--- config.mk ---
export PLATFORM = sky130hd
export DESIGN_NAME = mmu_job_scheduler
export DESIGN_NICKNAME = d
export VERILOG_FILES = /design/src/rtl/mmu_job_scheduler.sv
export SDC_FILE = /design/constraint.sdc
export NUM_CORES = 1
export LEC_CHECK = 0
export BUFFER_PORTS_ARGS = -buffer_cell sky130_fd_sc_hd__buf_2
export CORE_MARGIN = 3
export CORE_UTILIZATION = 57
export DETAILED_ROUTE_END_ITERATION = 10
export HOLD_SLACK_MARGIN = 0.08
export PLACE_DENSITY = 0.92
export RECOVER_POWER = 100
export SYNTH_ARGS = -nofsm -noshare
export SYNTH_HDL_FRONTEND = slang
export SYNTH_SLANG_ARGS = --single-unit
--- constraint.sdc ---
create_clock -name clk -period 2.6 [get_ports clk]
set_input_delay 0.52 -clock clk [delete_from_list [all_inputs] [get_ports clk]]
set_output_delay 0.52 -clock clk [all_outputs]
set_load 0.01 [all_outputs]
--- src/rtl/mmu_job_scheduler.sv ---
// mmu_job_scheduler
// Shares one 2x2 matrix-multiply controller between two byte-stream
// requesters. A round-robin winner streams eight operand bytes (A0..A3,
// B0..B3) into the controller's load port. The scheduler then waits for
// compute-done, reads the four result bytes into a local buffer and returns
// them on a valid/ready stream tagged with the winner's id.
//
// Optional build macro: MMU_SCHED_PERF_EN adds saturating job and stall
// counters (jobs_done0, jobs_done1, stall_cycles), each PERF_W bits wide.
//
// state     | meaning
// ----------+--------------------------------------------------------------
// IDLE      | arbitrate between requesters, no byte accepted
// LOAD      | accept 8 operand bytes from the granted requester
// WAIT_DONE | operands loaded, waiting for the controller's done pulse
// GAP       | one dead cycle before the controller enters its output phase
// READ      | four back-to-back output strobes, results captured locally
// RESP      | return the four buffered result bytes to the requester

module mmu_job_scheduler #(
  parameter int PERF_W = 16
) (
  input  logic              clk,
  input  logic              rst,
  input  logic [1:0]        req_valid,
  input  logic [15:0]       req_data,
  output logic [1:0]        req_ready,
  output logic              rsp_valid,
  input  logic              rsp_ready,
  output logic [7:0]        rsp_data,
  output logic              rsp_id,
  output logic              rsp_last,
  output logic              busy,
  output logic              mmu_load_en,
  output logic              mmu_load_sel_ab,
  output logic [1:0]        mmu_load_index,
  output logic [7:0]        mmu_in_data,
  output logic              mmu_output_en,
  output logic [1:0]        mmu_output_sel,
  input  logic [7:0]        mmu_out_data,
  input  logic              mmu_done
`ifdef MMU_SCHED_PERF_EN
  ,
  output logic [PERF_W-1:0] jobs_done0,
  output logic [PERF_W-1:0] jobs_done1,
  output logic [PERF_W-1:0] stall_cycles
`endif
);

  typedef enum logic [2:0] {
    S_IDLE      = 3'd0,
    S_LOAD      = 3'd1,
    S_WAIT_DONE = 3'd2,
    S_GAP       = 3'd3,
    S_READ      = 3'd4,
    S_RESP      = 3'd5
  } state_t;

  state_t      state, state_nxt;
  logic        gnt;
  logic        last_gnt;
  logic        arb_gnt;
  logic [2:0]  byte_idx;
  logic [1:0]  rd_idx;
  logic [1:0]  rsp_idx;
  logic [7:0]  res_buf [4];
  logic        load_accept;
  logic        rsp_hs;

  // Both requesters pending: the one not granted last wins; otherwise the
  // single pending requester wins.
  always_comb begin
    if (req_valid == 2'b11) arb_gnt = ~last_gnt;
    else                    arb_gnt = req_valid[1];
  end

  assign load_accept = (state == S_LOAD) && req_valid[gnt];
  assign rsp_hs      = (state == S_RESP) && rsp_ready;

  // State register.
  always_ff @(posedge clk) begin
    if (rst) state <= S_IDLE;
    else     state <= state_nxt;
  end

  // Next-state selection.
  always_comb begin
    state_nxt = state;
    case (state)
      S_IDLE:      if (|req_valid) state_nxt = S_LOAD;
      S_LOAD:      if (load_accept && (byte_idx == 3'd7)) state_nxt = S_WAIT_DONE;
      S_WAIT_DONE: if (mmu_done) state_nxt = S_GAP;
      S_GAP:       state_nxt = S_READ;
      S_READ:      if (rd_idx == 2'd3) state_nxt = S_RESP;
      S_RESP:      if (rsp_hs && (rsp_idx == 2'd3)) state_nxt = S_IDLE;
      default:     state_nxt = S_IDLE;
    endcase
  end

  // Grant, job indices and result buffer; last_gnt resets to 1 so that
  // requester 0 wins the first contended arbitration.
  always_ff @(posedge clk) begin
    if (rst) begin
      gnt      <= 1'b0;
      last_gnt <= 1'b1;
      byte_idx <= 3'd0;
      rd_idx   <= 2'd0;
      rsp_idx  <= 2'd0;
      for (int i = 0; i < 4; i++) res_buf[i] <= 8'd0;
    end else begin
      case (state)
        S_IDLE: begin
          if (|req_valid) begin
            gnt      <= arb_gnt;
            last_gnt <= arb_gnt;
          end
          byte_idx <= 3'd0;
          rd_idx   <= 2'd0;
          rsp_idx  <= 2'd0;
        end
        S_LOAD: begin
          if (load_accept) byte_idx <= byte_idx + 3'd1;
        end
        S_READ: begin
          res_buf[rd_idx] <= mmu_out_data;
          rd_idx          <= rd_idx + 2'd1;
        end
        S_RESP: begin
          if (rsp_hs) rsp_idx <= rsp_idx + 2'd1;
        end
        default: ;
      endcase
    end
  end

  // Outputs decoded from state; load strobe and its fields only while a byte
  // is actually transferred.
  always_comb begin
    req_ready       = 2'b00;
    mmu_load_en     = 1'b0;
    mmu_load_sel_ab = 1'b0;
    mmu_load_index  = 2'd0;
    mmu_in_data     = 8'd0;
    mmu_output_en   = 1'b0;
    mmu_output_sel  = 2'd0;
    rsp_valid       = 1'b0;
    rsp_data        = 8'd0;
    rsp_id          = 1'b0;
    rsp_last        = 1'b0;
    case (state)
      S_LOAD: begin
        req_ready = gnt ? 2'b10 : 2'b01;
        if (req_valid[gnt]) begin
          mmu_load_en     = 1'b1;
          mmu_load_sel_ab = byte_idx[2];
          mmu_load_index  = byte_idx[1:0];
          mmu_in_data     = gnt ? req_data[15:8] : req_data[7:0];
        end
      end
      S_READ: begin
        mmu_output_en  = 1'b1;
        mmu_output_sel = rd_idx;
      end
      S_RESP: begin
        rsp_valid = 1'b1;
        rsp_data  = res_buf[rsp_idx];
        rsp_id    = gnt;
        rsp_last  = (rsp_idx == 2'd3);
      end
      default: ;
    endcase
  end

  assign busy = (state != S_IDLE);

`ifdef MMU_SCHED_PERF_EN
  localparam logic [PERF_W-1:0] PERF_MAX = '1;

  logic stall_now;
  assign stall_now = ((state == S_LOAD) && !req_valid[gnt]) ||
                     ((state == S_RESP) && !rsp_ready);

  // Saturating completion and stall counters.
  always_ff @(posedge clk) begin
    if (rst) begin
      jobs_done0   <= '0;
      jobs_done1   <= '0;
      stall_cycles <= '0;
    end else begin
      if (rsp_hs && (rsp_idx == 2'd3)) begin
        if (!gnt && (jobs_done0 != PERF_MAX)) jobs_done0 <= jobs_done0 + 1'b1;
        if (gnt && (jobs_done1 != PERF_MAX))  jobs_done1 <= jobs_done1 + 1'b1;
      end
      if (stall_now && (stall_cycles != PERF_MAX)) stall_cycles <= stall_cycles + 1'b1;
    end
  end
`else
  logic unused_perf_w;
  assign unused_perf_w = ^PERF_W;
`endif

endmodule
==> results.yml <==
run_status:
  outcome: "complete, no violations"
timing:
  fmax_ghz: 0.419
  tightest_slew_ns: 0.717
  fin_crit_sh: 0.918
  finalHoldViolCount: 0
  setup_viol: 0
  rsz0062_at_grt: "false"
  timing.setup.tns_ns: 0
  finalCriticalPeriod_ns: 2.39
  fin_skew_ns: 0.00648
  fin_ws_ns: 0.213
  final-max-slew-violation-count: 0
  relSlewSlack: 0.522
final_layout:
  diodes: 0
  drive_gt1_frac: 0.224
  area_delta_synth_final_pct: 15.8
  nets: 296
min_path:
  holdPathStages: 2
  hold_path.class: "register to register"
  hp-start: "byte_idx[2]"
  whs_endpoint: "byte_idx[2]"
die:
  die_h_um: 70.2
  chipWidth_um: 70.2
  core_region_area_um2: 3800
  dieArea_um2: 4920
  fp-row-count: 22
  initial_core_util: 0.618
  io_pins: 59
grt:
  grt_pass1_vias: 1770
  grt_max_degree: 20
  antenna_found_initial: 0
  grt_overflow_total: 0
  grtUsageTotal: 0.214
  grt_pass1_wl_um: 8090
drt:
  drc: 0
  drt_iter0_markers: 101
  post_drt_wl_per_cell_um: 16.3
  routed_wl_um: 5080
  vias: 1778
  ant_nets: 0
  viasPerCell: 5.72
  drt_pass1_iterations: 4
power:
  power_mw: 1.65
  leakagePower_nw: 1.07
  p_per_area_nw_per_um2: 608
  irDropWorstVdd_uv: 366
synthesis:
  netlist_instances: 205
  syn_nets: 239
  ys_ff_latch: 46
  synth_edf_count: 32
  yosys_warnings: 0
  syn_area_um2: 2350
  ys_types: 37
  synth_ff_type: "edfxtp_1"
  ys_seq_area_frac: 0.529
  synth-async-reset-ratio: 0
  syn_area_per_cell_um2: 11.4
setup_path:
  end_kind: "primary output"
  r2r_end: "res_buf[1][7]"
  r2r_setup_slack_ns: 0.25
  worstSetupPathType: "register to primary output"
  worstRegToRegCells: 4
  required_ns: 2.08
  cp-start-kind: "register"
  r2r_start: "state[2]"
  path_cells: "mux4_2, and2_0, buf_2"
  crit_slowest_cell: "dfxtp_1"
  crit_fanout: 8
  arrival_ns: 1.87
  crit_path_max_incr_delay_ns: 0.67
placement:
  dp_slack_ns: 0.525
  gp_congestion: 0.767
  dp_hpwl_um: 3670
  port_buffers: 58
clock_network:
  cts.path.max_buffers: 2
  path_clk_slew_ns: 0.08
  cts_resized: 0
  cts_setup_buffers: 0
  cts-root-buf: "clkbuf_8"
  cts_sinks: 46
  cts_max_level: 2
  hold_buffers: 0
  clock_latency_ns: 0.30
  cts_tree: "built"
  cts_buffers: 5
job:
  max-cap-violations: 0
critical path: cells and delay by family, from the launching register on:
kind / cells / cell delay, ns
buffers and inverters: 1 / 0.14
muxes: 1 / 0.58
DFF: 1 / 0.67
and+or+nand+nor: 1 / 0.18
metal layers:
metal | vias to the layer above | routed length (um) | GRT usage
met2 | 78 | 2700 | 0.397
met4 | 0 | 110 | 0.102
li1 | 846 | - | -
met3 | 11 | 313 | 0.0432
met5 | - | 0 | 0
met1 | 843 | 1960 | 0.229
cell families after synthesis:
family          Yosys count  synth area share
simple gates            102             0.247
flops                    46             0.529
fa+ha+maj                 4            0.0213
mux                      17             0.116
buf+inv                  17            0.0347
compound gates           19            0.0523
final cells by class:
type                            instances  area [um^2]
Tap cell                               48         60.1
Timing Repair Buffer                   63          293
Multi-Input combinational cell        142         1010
Clock buffer                            6         82.6
Clock inverter                          2         12.5
Sequential cell                        46         1240
Inverter                                4         15.0
Fill cell                             294         1080
synth_stat cells (all sizes together), types with 3 or more instances:
cell type / n / area, um^2
or2: 4 / 25.0
nor3: 4 / 25.0
a21oi: 9 / 45.0
inv: 4 / 15.0
nand3: 8 / 40.0
ha: 4 / 50.1
mux2i: 8 / 80.1
clkbuf: 5 / 18.8
nand2: 9 / 33.8
mux4: 8 / 180
nand2b: 3 / 18.8
buf: 8 / 47.5
edfxtp: 32 / 961
and2: 46 / 288
dfxtp: 14 / 280
nor2: 17 / 63.8
state kept, by name, summed over array words and instances, names as in the netlist, named ones only:
name	cells
last_gnt	1
state	3
rd_idx	2
res_buf	32
byte_idx	3
rsp_idx	2
gnt	1
report_power, final:
part / switching (mW) / total, mW / internal (mW)
Combinational: 0.205 / 0.339 / 0.134
Sequential: 0.0395 / 0.865 / 0.826
Clock: 0.233 / 0.446 / 0.214
layout by cell type, fill, tap and decap left out, types with 6 or more instances in the layout:
cell type / Yosys / routed
buf_2: 5 / 39
edfxtp_1: 32 / 32
and2_0: 0 / 31
clkbuf_1: 5 / 22
nor2_1: 17 / 17
and2_1: 46 / 15
dfxtp_1: 14 / 14
nand2_1: 9 / 9
a21oi_1: 9 / 9
nand3_1: 8 / 8
mux2i_1: 8 / 8
mux4_2: 8 / 8
clkbuf_8: 0 / 6
per-stage QoR:
stage | util | hold slack [ns] | std cells | area [um^2]
after floorplan | - | 0.459 | 205 | 2350
after global placement | 0.702 | 0.468 | 303 | 2670
after detailed placement | 0.702 | 0.483 | 303 | 2670
after CTS | 0.727 | 0.498 | 311 | 2760
after global routing | 0.715 | 0.532 | 311 | 2720
final | 0.715 | 0.500 | 311 | 2720
worst max-delay path by stage:
stage / start / depth (start not counted) / end / slack (ns)
final: register / 3 / rsp_data[7] / 0.21
after global routing: state[2] / 5 / mmu_in_data[2] / 0.06
after CTS: register / 3 / rsp_data[7] / 0.19
after detailed placement: register / 3 / rsp_data[7] / 0.52
after global placement: register / 3 / rsp_data[7] / 0.55
after floorplan: req_valid[1] / 4 / mmu_load_index[1] / 0.85
Power figures use the tool's default switching activity.
